**src/rtl/adsr_pkg.sv**
```systemverilog
// adsr_pkg: shared state encodings, default widths and midscale helper for the ADSR envelope.
package adsr_pkg;
    localparam int DEF_N      = 7;
    localparam int DEF_ENV_W  = 8;
    localparam int DEF_RATE_W = 16;

    typedef enum logic [2:0] {
        IDLE    = 3'd0,
        ATTACK  = 3'd1,
        DECAY   = 3'd2,
        SUSTAIN = 3'd3,
        RELEASE = 3'd4
    } state_t;

    function automatic int midscale(input int n);
        return 1 << n;
    endfunction
endpackage

```
**src/rtl/adsr_prescaler.sv**
```systemverilog
// adsr_prescaler: step-rate divider; ticks once every (div+1) clocks, restartable via clear.
module adsr_prescaler #(
    parameter int W = 16
) (
    input  logic         clk,
    input  logic         reset,
    input  logic         clear,
    input  logic [W-1:0] div,
    output logic         tick
);
    logic [W-1:0] cnt;

    assign tick = cnt == div;

    always_ff @(posedge clk) begin
        if (reset || clear || tick) cnt <= '0;
        else cnt <= cnt + 1'b1;
    end
endmodule

```
**src/rtl/adsr_envelope.sv**
```systemverilog
// adsr_envelope: gate-driven ADSR envelope that scales offset-binary sine samples.
module adsr_envelope
    import adsr_pkg::*;
#(
    parameter int N      = DEF_N,
    parameter int ENV_W  = DEF_ENV_W,
    parameter int RATE_W = DEF_RATE_W
) (
    input  logic              clk,
    input  logic              reset,
    input  logic [N:0]        sin_in,
    input  logic              sample_valid,
    input  logic              gate,
    input  logic [RATE_W-1:0] attack_div,
    input  logic [RATE_W-1:0] decay_div,
    input  logic [RATE_W-1:0] release_div,
    input  logic [ENV_W-1:0]  sustain_level,
    output logic [N:0]        out,
    output logic              out_valid,
    output logic [ENV_W-1:0]  env_level,
    output logic [2:0]        state
);
    localparam logic [N:0]       MID  = (N+1)'(midscale(N));
    localparam logic [ENV_W-1:0] FULL = '1;

    state_t              st, st_n;
    logic [ENV_W-1:0]    env, env_n, env_up, env_dn;
    logic [RATE_W-1:0]   div;
    logic                gate_q, rise, fall, tick, clear;
    logic signed [N:0]   s;
    logic signed [N+ENV_W+1:0] p;
    logic [N:0]          scaled;

    assign rise   = gate & ~gate_q;
    assign fall   = ~gate & gate_q;
    assign env_up = (env == FULL) ? env : env + 1'b1;
    assign env_dn = (env == '0) ? env : env - 1'b1;
    assign div    = (st == ATTACK) ? attack_div :
                    (st == DECAY) ? decay_div :
                    (st == RELEASE) ? release_div : '0;
    assign clear  = rise | (st_n != st);

    adsr_prescaler #(.W(RATE_W)) u_prescaler (
        .clk   (clk),
        .reset (reset),
        .clear (clear),
        .div   (div),
        .tick  (tick)
    );

    always_comb begin
        st_n  = st;
        env_n = env;
        if (rise) st_n = ATTACK;
        else if (fall && (st == ATTACK || st == DECAY || st == SUSTAIN)) st_n = RELEASE;
        else begin
            case (st)
                IDLE: env_n = '0;
                ATTACK: if (tick) begin
                    env_n = env_up;
                    if (env_up == FULL) st_n = DECAY;
                end
                // sustain entry is immediate, not paced by the prescaler
                DECAY: if (env <= sustain_level) begin
                    st_n  = SUSTAIN;
                    env_n = sustain_level;
                end else if (tick) env_n = env_dn;
                SUSTAIN: env_n = sustain_level;
                RELEASE: if (tick) begin
                    env_n = env_dn;
                    if (env_dn == '0) st_n = IDLE;
                end
                default: begin
                    st_n  = IDLE;
                    env_n = '0;
                end
            endcase
        end
    end

    // env is zero-extended so the product treats it as unsigned
    assign s      = $signed(sin_in - MID);
    assign p      = s * $signed({1'b0, env});
    assign scaled = (N+1)'(p >>> ENV_W) + MID;

    always_ff @(posedge clk) begin
        if (reset) begin
            st        <= IDLE;
            env       <= '0;
            gate_q    <= 1'b0;
            out       <= MID;
            out_valid <= 1'b0;
        end else begin
            st        <= st_n;
            env       <= env_n;
            gate_q    <= gate;
            out_valid <= sample_valid;
            if (sample_valid) out <= scaled;
        end
    end

    assign env_level = env;
    assign state     = st;
endmodule

```
**config.mk**
```make
export PLATFORM = sky130hd
export DESIGN_NAME = adsr_envelope
export DESIGN_NICKNAME = d
export VERILOG_FILES = /design/src/rtl/adsr_pkg.sv /design/src/rtl/adsr_prescaler.sv /design/src/rtl/adsr_envelope.sv
export SDC_FILE = /design/constraint.sdc
export NUM_CORES = 1
export LEC_CHECK = 0
export CORE_MARGIN = 4
export CORE_UTILIZATION = 35
export CTS_BUF_LIST = sky130_fd_sc_hd__clkbuf_4 sky130_fd_sc_hd__clkbuf_8
export DETAILED_ROUTE_END_ITERATION = 10
export SLEW_MARGIN = 5
export SYNTH_ARGS = -nofsm -noshare
export SYNTH_HDL_FRONTEND = slang
export SYNTH_HIERARCHICAL = 1
export SYNTH_SLANG_ARGS = --single-unit
```
**constraint.sdc**
```tcl
create_clock -name clk -period 5.8 [get_ports clk]
set_input_delay 0.58 -clock clk [delete_from_list [all_inputs] [get_ports clk]]
set_output_delay 0.58 -clock clk [all_outputs]
set_load 0.05 [all_outputs]
```
Word level (Yosys, flattened, before mapping)
Index checks and enable logic that the tools add are counted.
{"block": "totals", "regBits": 37, "latch_bits": 0, "ramBits": 0, "mem_bits_ro": 0, "inputBits": 68, "wordCells": 56, "n_memories": 0}
{"block": "op_classes", "addsub": 5, "mul": 1, "div": 0, "n_lt_le_gt_ge": 1, "n_eq_ne": 9, "shift": 0, "mux": 17, "bitwise": 7, "n_reduce_logical": 10}
{"op": "16-bit 2-to-1 mux", "n": 3}
{"op": "8-bit 2-to-1 mux", "n": 5}
{"op": "8-bit one-hot mux with 4 select lines", "n": 1}
{"op": "3-bit 2-to-1 mux", "n": 7}
{"op": "16-bit by 1-bit adder with 16-bit output, second input constant", "n": 1}
{"op": "16-bit == test", "n": 1}
{"op": "8-bit == test, second input constant", "n": 2}
{"op": "8-bit zero test", "n": 2}
{"op": "8-bit by 9-bit multiplier with 16-bit output", "n": 1}
{"op": "3-bit one-hot mux with 4 select lines", "n": 1}
{"op": "8-bit by 1-bit adder with 8-bit output, second input constant", "n": 1}
{"op": "8-bit adder, second input constant", "n": 1}
{"op": "8-bit less-or-equal comparator", "n": 1}
{"op": "8-bit by 1-bit subtractor with 8-bit output, second input constant", "n": 1}
{"op": "8-bit subtractor, second input constant", "n": 1}
{"op": "3-bit by 2-bit == test with 1-bit output, second input constant", "n": 2}
{"op": "1-bit logical OR", "n": 4}
{"op": "1-bit NOT", "n": 4}
{"op": "3-bit by 1-bit == test with 1-bit output, second input constant", "n": 1}
{"op": "3-bit == test, second input constant", "n": 1}
{"op": "3-bit zero test", "n": 1}
{"op": "3-bit != test", "n": 1}
{"op": "3-bit AND reduction", "n": 1}
{"op": "1-bit AND", "n": 2}
{"op": "other kinds (4)", "n": 4}

Depth between registers and ports, before layout
{"block": "logic_depth", "word_depth": 13, "mapped_depth": 20, "mapped_depth_nobuf": 17}

Hierarchy
Netlist, hierarchy kept.
{"module": "adsr_envelope", "instances": 1, "cells_each": 540, "area_each_um2": 4175.3}
{"module": "adsr_prescaler", "instances": 1, "cells_each": 99, "area_each_um2": 918.4}

Worst setup path after synthesis
No wires, ideal clock.
{"block": "synth_timing", "path_kind": "reg-to-reg", "start": "register env[2] (netlist: env_level[2])", "end": "register out[6]", "setup_time_ns": 0.117, "arrival_time_ns": 5.255, "required_ns": 5.683, "path_slack_ns": 0.429, "path_stages_with_launch": 20, "n_path_buf": 3, "period_less_slack_ns": 5.371, "path_cell_list": "dfxtp_1 buf_4 clkbuf_1 clkbuf_1 nand2_1 fa_1 fa_1 inv_1 fa_1 inv_1 fa_1 inv_1 ha_1 and4_1 a221oi_2 o221ai_1 nand2_1 o21ai_0 xnor2_1 a22o_1"}
{"block": "synth_between", "elab_chain_cells": 2}
{"item": "from (decl)", "line_no": "adsr_envelope.sv:27", "text": "logic [ENV_W-1:0] env, env_n, env_up, env_dn;"}
{"item": "from (signal assigned)", "line_no": "adsr_envelope.sv:95", "text": "env <= env_n;"}
{"item": "8-bit by 9-bit multiplier with 16-bit output", "line_no": "adsr_envelope.sv:83", "text": "assign p = s * $signed({1'b0, env});"}
{"item": "8-bit adder", "line_no": "adsr_envelope.sv:84", "text": "assign scaled = (N+1)'(p >>> ENV_W) + MID;"}
{"item": "to (signal assigned)", "line_no": "adsr_envelope.sv:98", "text": "if (sample_valid) out <= scaled;"}
{"item": "to (decl)", "line_no": "adsr_envelope.sv:18", "text": "output logic [N:0] out,"}
Every way passes these cells.
A chain may end at the register's enable or synchronous reset.

Final worst setup path
{"block": "layout_timing", "start": "input port sin_in[6]", "end": "register out[6]"}
{"block": "layout_between", "elab_chain_cells": 3}
{"item": "from (decl)", "line_no": "adsr_envelope.sv:11", "text": "input logic [N:0] sin_in,"}
{"item": "8-bit subtractor", "line_no": "adsr_envelope.sv:82", "text": "assign s = $signed(sin_in - MID);"}
{"item": "8-bit by 9-bit multiplier with 16-bit output", "line_no": "adsr_envelope.sv:83"}
{"item": "8-bit adder", "line_no": "adsr_envelope.sv:84"}
Every way passes these cells.

==> key figures <==
Global routing
  • Initial antenna violation count: 0
  • Pin count of the biggest net entering global routing: 31
  • Gr ovfl total: 0
  • Total GRT Usage: 17.4%
  • Global-route wire length before repair: approximately 24000 um
  • Vias in the first global route: approximately 4900

Clock network
  • PostCTS Resize Cnt: 0
  • Clock root cell: clkbuf_8
  • CTS max path bufs: 2
  • Clock H-tree levels: 2
  • Total CTS buffers: 5
  • CTS sink cnt: 37
  • CTS tree: yes
  • Clk pin slew, worst setup/hold paths: approximately 0.070 ns
  • Worst-Skew Late Latency: between 0.2 and 0.3 ns
  • Postcts setup bufs: 0
  • Post-CTS Hold Fix Bufs: 0

Detailed routing
  • Wire per inst: between 15 and 20 um
  • DRC Markers: 0
  • Met2 wire length: about 6400 um
  • Highest Signal Layer: met4
  • Via density: around 5.4
  • Final WL: around 14000 um
  • Met3 routed WL: about 910 um
  • Via count: approximately 4800
  • Final ANT Viol Nets: 0
  • Violation count after the first detailed-route iteration: 342
  • M1 WL: 6550 um
  • TritonRoute pass-1 iters: 5

Synthesis
  • Area fraction of the dominant cell type after synthesis: between 10 and 15%
  • Cell taking the most area after synthesis: dfxtp_1
  • FF+latch count, synth: 37
  • Post-synth top flop: dfxtp_1
  • Syn avg cell area: 7.97 um^2
  • Post-synthesis sequential area ratio: between 10 and 15%
  • Top post-synthesis cells by area: dfxtp_1, fa_1, ha_1
  • Ys async rst share: 0%
  • Post-synth EDFFs: 0
  • Post-synthesis cell type count: slightly below 70
  • Mapped Cells: roughly 640
  • Synthesis Warnings: 6
  • Synthesized cell area: between 0.005 and 0.006 mm^2
  • Syn nets: between 700 and 800

Timing
  • Hold_ws: 0.498 ns
  • # setup viols final: 0
  • Final WS setup: 0.580 ns
  • Minimum clock period after layout: roughly 5.2 ns
  • RSZ-0062 raised after global routing: false
  • Hold Violations, Final: 0
  • Clock skew: between 0.008 and 0.009 ns
  • Slew HR: around 30%
  • Tcrit/Tclk final: approximately 90%
  • Least-Margin Pin Slew: 1.05 ns
  • F_max: approximately 0.19 GHz
  • Final slew viol count: 0
  • Setup_tns: 0 ns

Floorplanning
  • Chip width: 129 um
  • IO Pins: 88
  • Area of the die: between 0.015 and 0.02 mm^2
  • Initial Util: ~36%
  • Core Area: 0.0140 mm^2
  • Rows: 43
  • Die height: approximately 130 um

Cells and area
  • P&R area growth vs syn: 22.6%
  • Reg area: 741 um^2
  • Area of the multi-input gates: 0.00390 mm^2
  • Share of cells above drive strength 1: under 10%
  • ANT cells: 0
  • Final Core Density: between 40 and 50%
  • Number of fill cells in the layout: roughly 1400
  • Nets: between 800 and 900

Place
  • RePlAce Congestion: between 0.8 and 0.9
  • Detailed placer's ending HPWL: about 11000 um
  • Pre-CTS WS: between 0.2 and 0.3 ns
  • I/O Buffers: 87

Power
  • Power Density: between 100 and 150 mW/mm^2
  • Lkg Pwr: 2.59 nW
  • Design Power: slightly below 900 uW
  • Maximum VDD drop: around 0.15 mV

Setup path
  • Crit path launch type: input pin
  • Kind of critical path: in2reg
  • CP Max Fanout: 8
  • R2R depth: 16
  • CP arrival: between 5 and 6 ns
  • Crit path capture type: register
  • Critical Path RT: roughly 6 ns

Worst hold path
  • Hold path depth: 2
  • Worst min path class: reg2reg

Outcome
  • Status: finished clean

Run
  • Max-cap violations: 0
==> report_power, final <==
part	leakage [nW]	internal (mW)	total (mW)	switching [mW]
clock network	0.0687	0.173	0.273	0.100
logic	2.22	0.148	0.337	0.189
registers	0.301	0.266	0.279	0.0131
total	2.59	0.587	0.889	0.302
==> layout make-up <==
class	count	area share, %
repair buffers	99	15.4
well taps	180	3.61
inverters	74	4.45
clock inverters	3	1.10
multi-input cells	490	62.5
flip-flops and latches	37	11.9
clock buffers	5	1.10
==> routing by layer <==
| metal | vias up | track usage, % |
|---|---|---|
| li1 | 2324 | - |
| met1 | 2266 | 24.5 |
| met2 | 155 | 28.9 |
| met3 | 10 | 2.37 |
| met4 | 0 | 2.90 |
| met5 | - | 0 |
==> per-stage QoR <==
step / instances / instance area [um^2]
after global placement: 880 / 6110
after global routing: 888 / 6250
final: 888 / 6250
after CTS: 888 / 6250
after floorplan: 639 / 5090
after detailed placement: 880 / 6110
==> registers in the layout (all words and copies together) (netlist names) <==
| signal | count |
|---|---|
| out | 8 |
| gate_q | 1 |
| state | 3 |
| out_valid | 1 |
| env_level | 8 |
| u_prescaler/cnt | 16 |
==> final timing paths <==
| check | startpoint | slack, ns | end |
|---|---|---|---|
| max | sin_in[6] | 0.58 | out[6]$_SDFFE_PP0P_ |
| min | out[0]$_SDFFE_PP0P_ | 0.50 | out[0]$_SDFFE_PP0P_ |
| max reg2reg | env_level[1]$_SDFFE_PP0P_ | 0.84 | out[6]$_SDFFE_PP0P_ |
| min reg2reg | out[0]$_SDFFE_PP0P_ | 0.50 | out[0]$_SDFFE_PP0P_ |
==> synth_stat cells (4+ instances only) <==
| library cell | n |
|---|---|
| ha_1 | 50 |
| nor2_1 | 26 |
| o22ai_1 | 4 |
| or2_2 | 4 |
| o21ai_0 | 29 |
| and3_1 | 4 |
| nor4_1 | 6 |
| clkbuf_1 | 25 |
| nand4_1 | 9 |
| and2_1 | 34 |
| xor2_1 | 7 |
| a22oi_1 | 18 |
| mux2i_1 | 7 |
| dfxtp_1 | 37 |
| nor2b_1 | 11 |
| nand3_1 | 16 |
| a21oi_1 | 22 |
| a221oi_1 | 7 |
| fa_1 | 35 |
| xnor2_1 | 38 |
| a21o_1 | 6 |
| nor3_1 | 28 |
| a31oi_1 | 6 |
| inv_1 | 74 |
| nand2_1 | 69 |
| buf_2 | 7 |
==> critical path, stage by stage <==
cell and delay, ns:
clkdlybuf4s50_1 0.63, nand2_1 0.12, fa_1 0.50, fa_1 0.56
inv_1 0.06, fa_1 0.53, inv_1 0.05, fa_1 0.52
inv_1 0.04, ha_1 0.30, and4_1 0.22, a221oi_2 0.43
o221ai_1 0.29, nand2_1 0.15, o21ai_0 0.10, xnor2_1 0.14
a22o_1 0.17
==> layout by cell type, fill, tap and decap left out, types with 3 or more instances in the layout <==
master and count:
clkbuf_8 5, nand2_1 69, o31ai_1 3, a211oi_1 3
nand3_1 16, nand4_1 9, a221oi_1 7, o22ai_1 4
dfxtp_1 37, nand4_4 3, xnor2_1 38, or2_2 4
nor2b_1 11, a22oi_1 18, xor2_1 7, and2_1 34
nor2_1 26, buf_4 12, o21ai_0 29, fa_1 35
a31oi_1 6, nor4_1 6, and3_1 4, inv_1 74
clkdlybuf4s50_1 87, a21o_1 6, mux2i_1 7, a21oi_1 22
ha_1 50, nor3_1 28
==> cells by family (layout without fill, tap and decap cells) <==
| kind of cell | after synthesis | in the layout | synth area share [%] |
|---|---|---|---|
| simple gates | 231 | 231 | 25.1 |
| xor+xnor | 45 | 45 | 7.74 |
| flops | 37 | 37 | 14.5 |
| fa+ha+maj | 85 | 85 | 26.0 |
| buf+inv | 112 | 181 | 8.82 |
| compound gates | 120 | 120 | 15.9 |
| mux | 9 | 9 | 1.82 |
No activity file was read; power rests on OpenSTA's default activity.
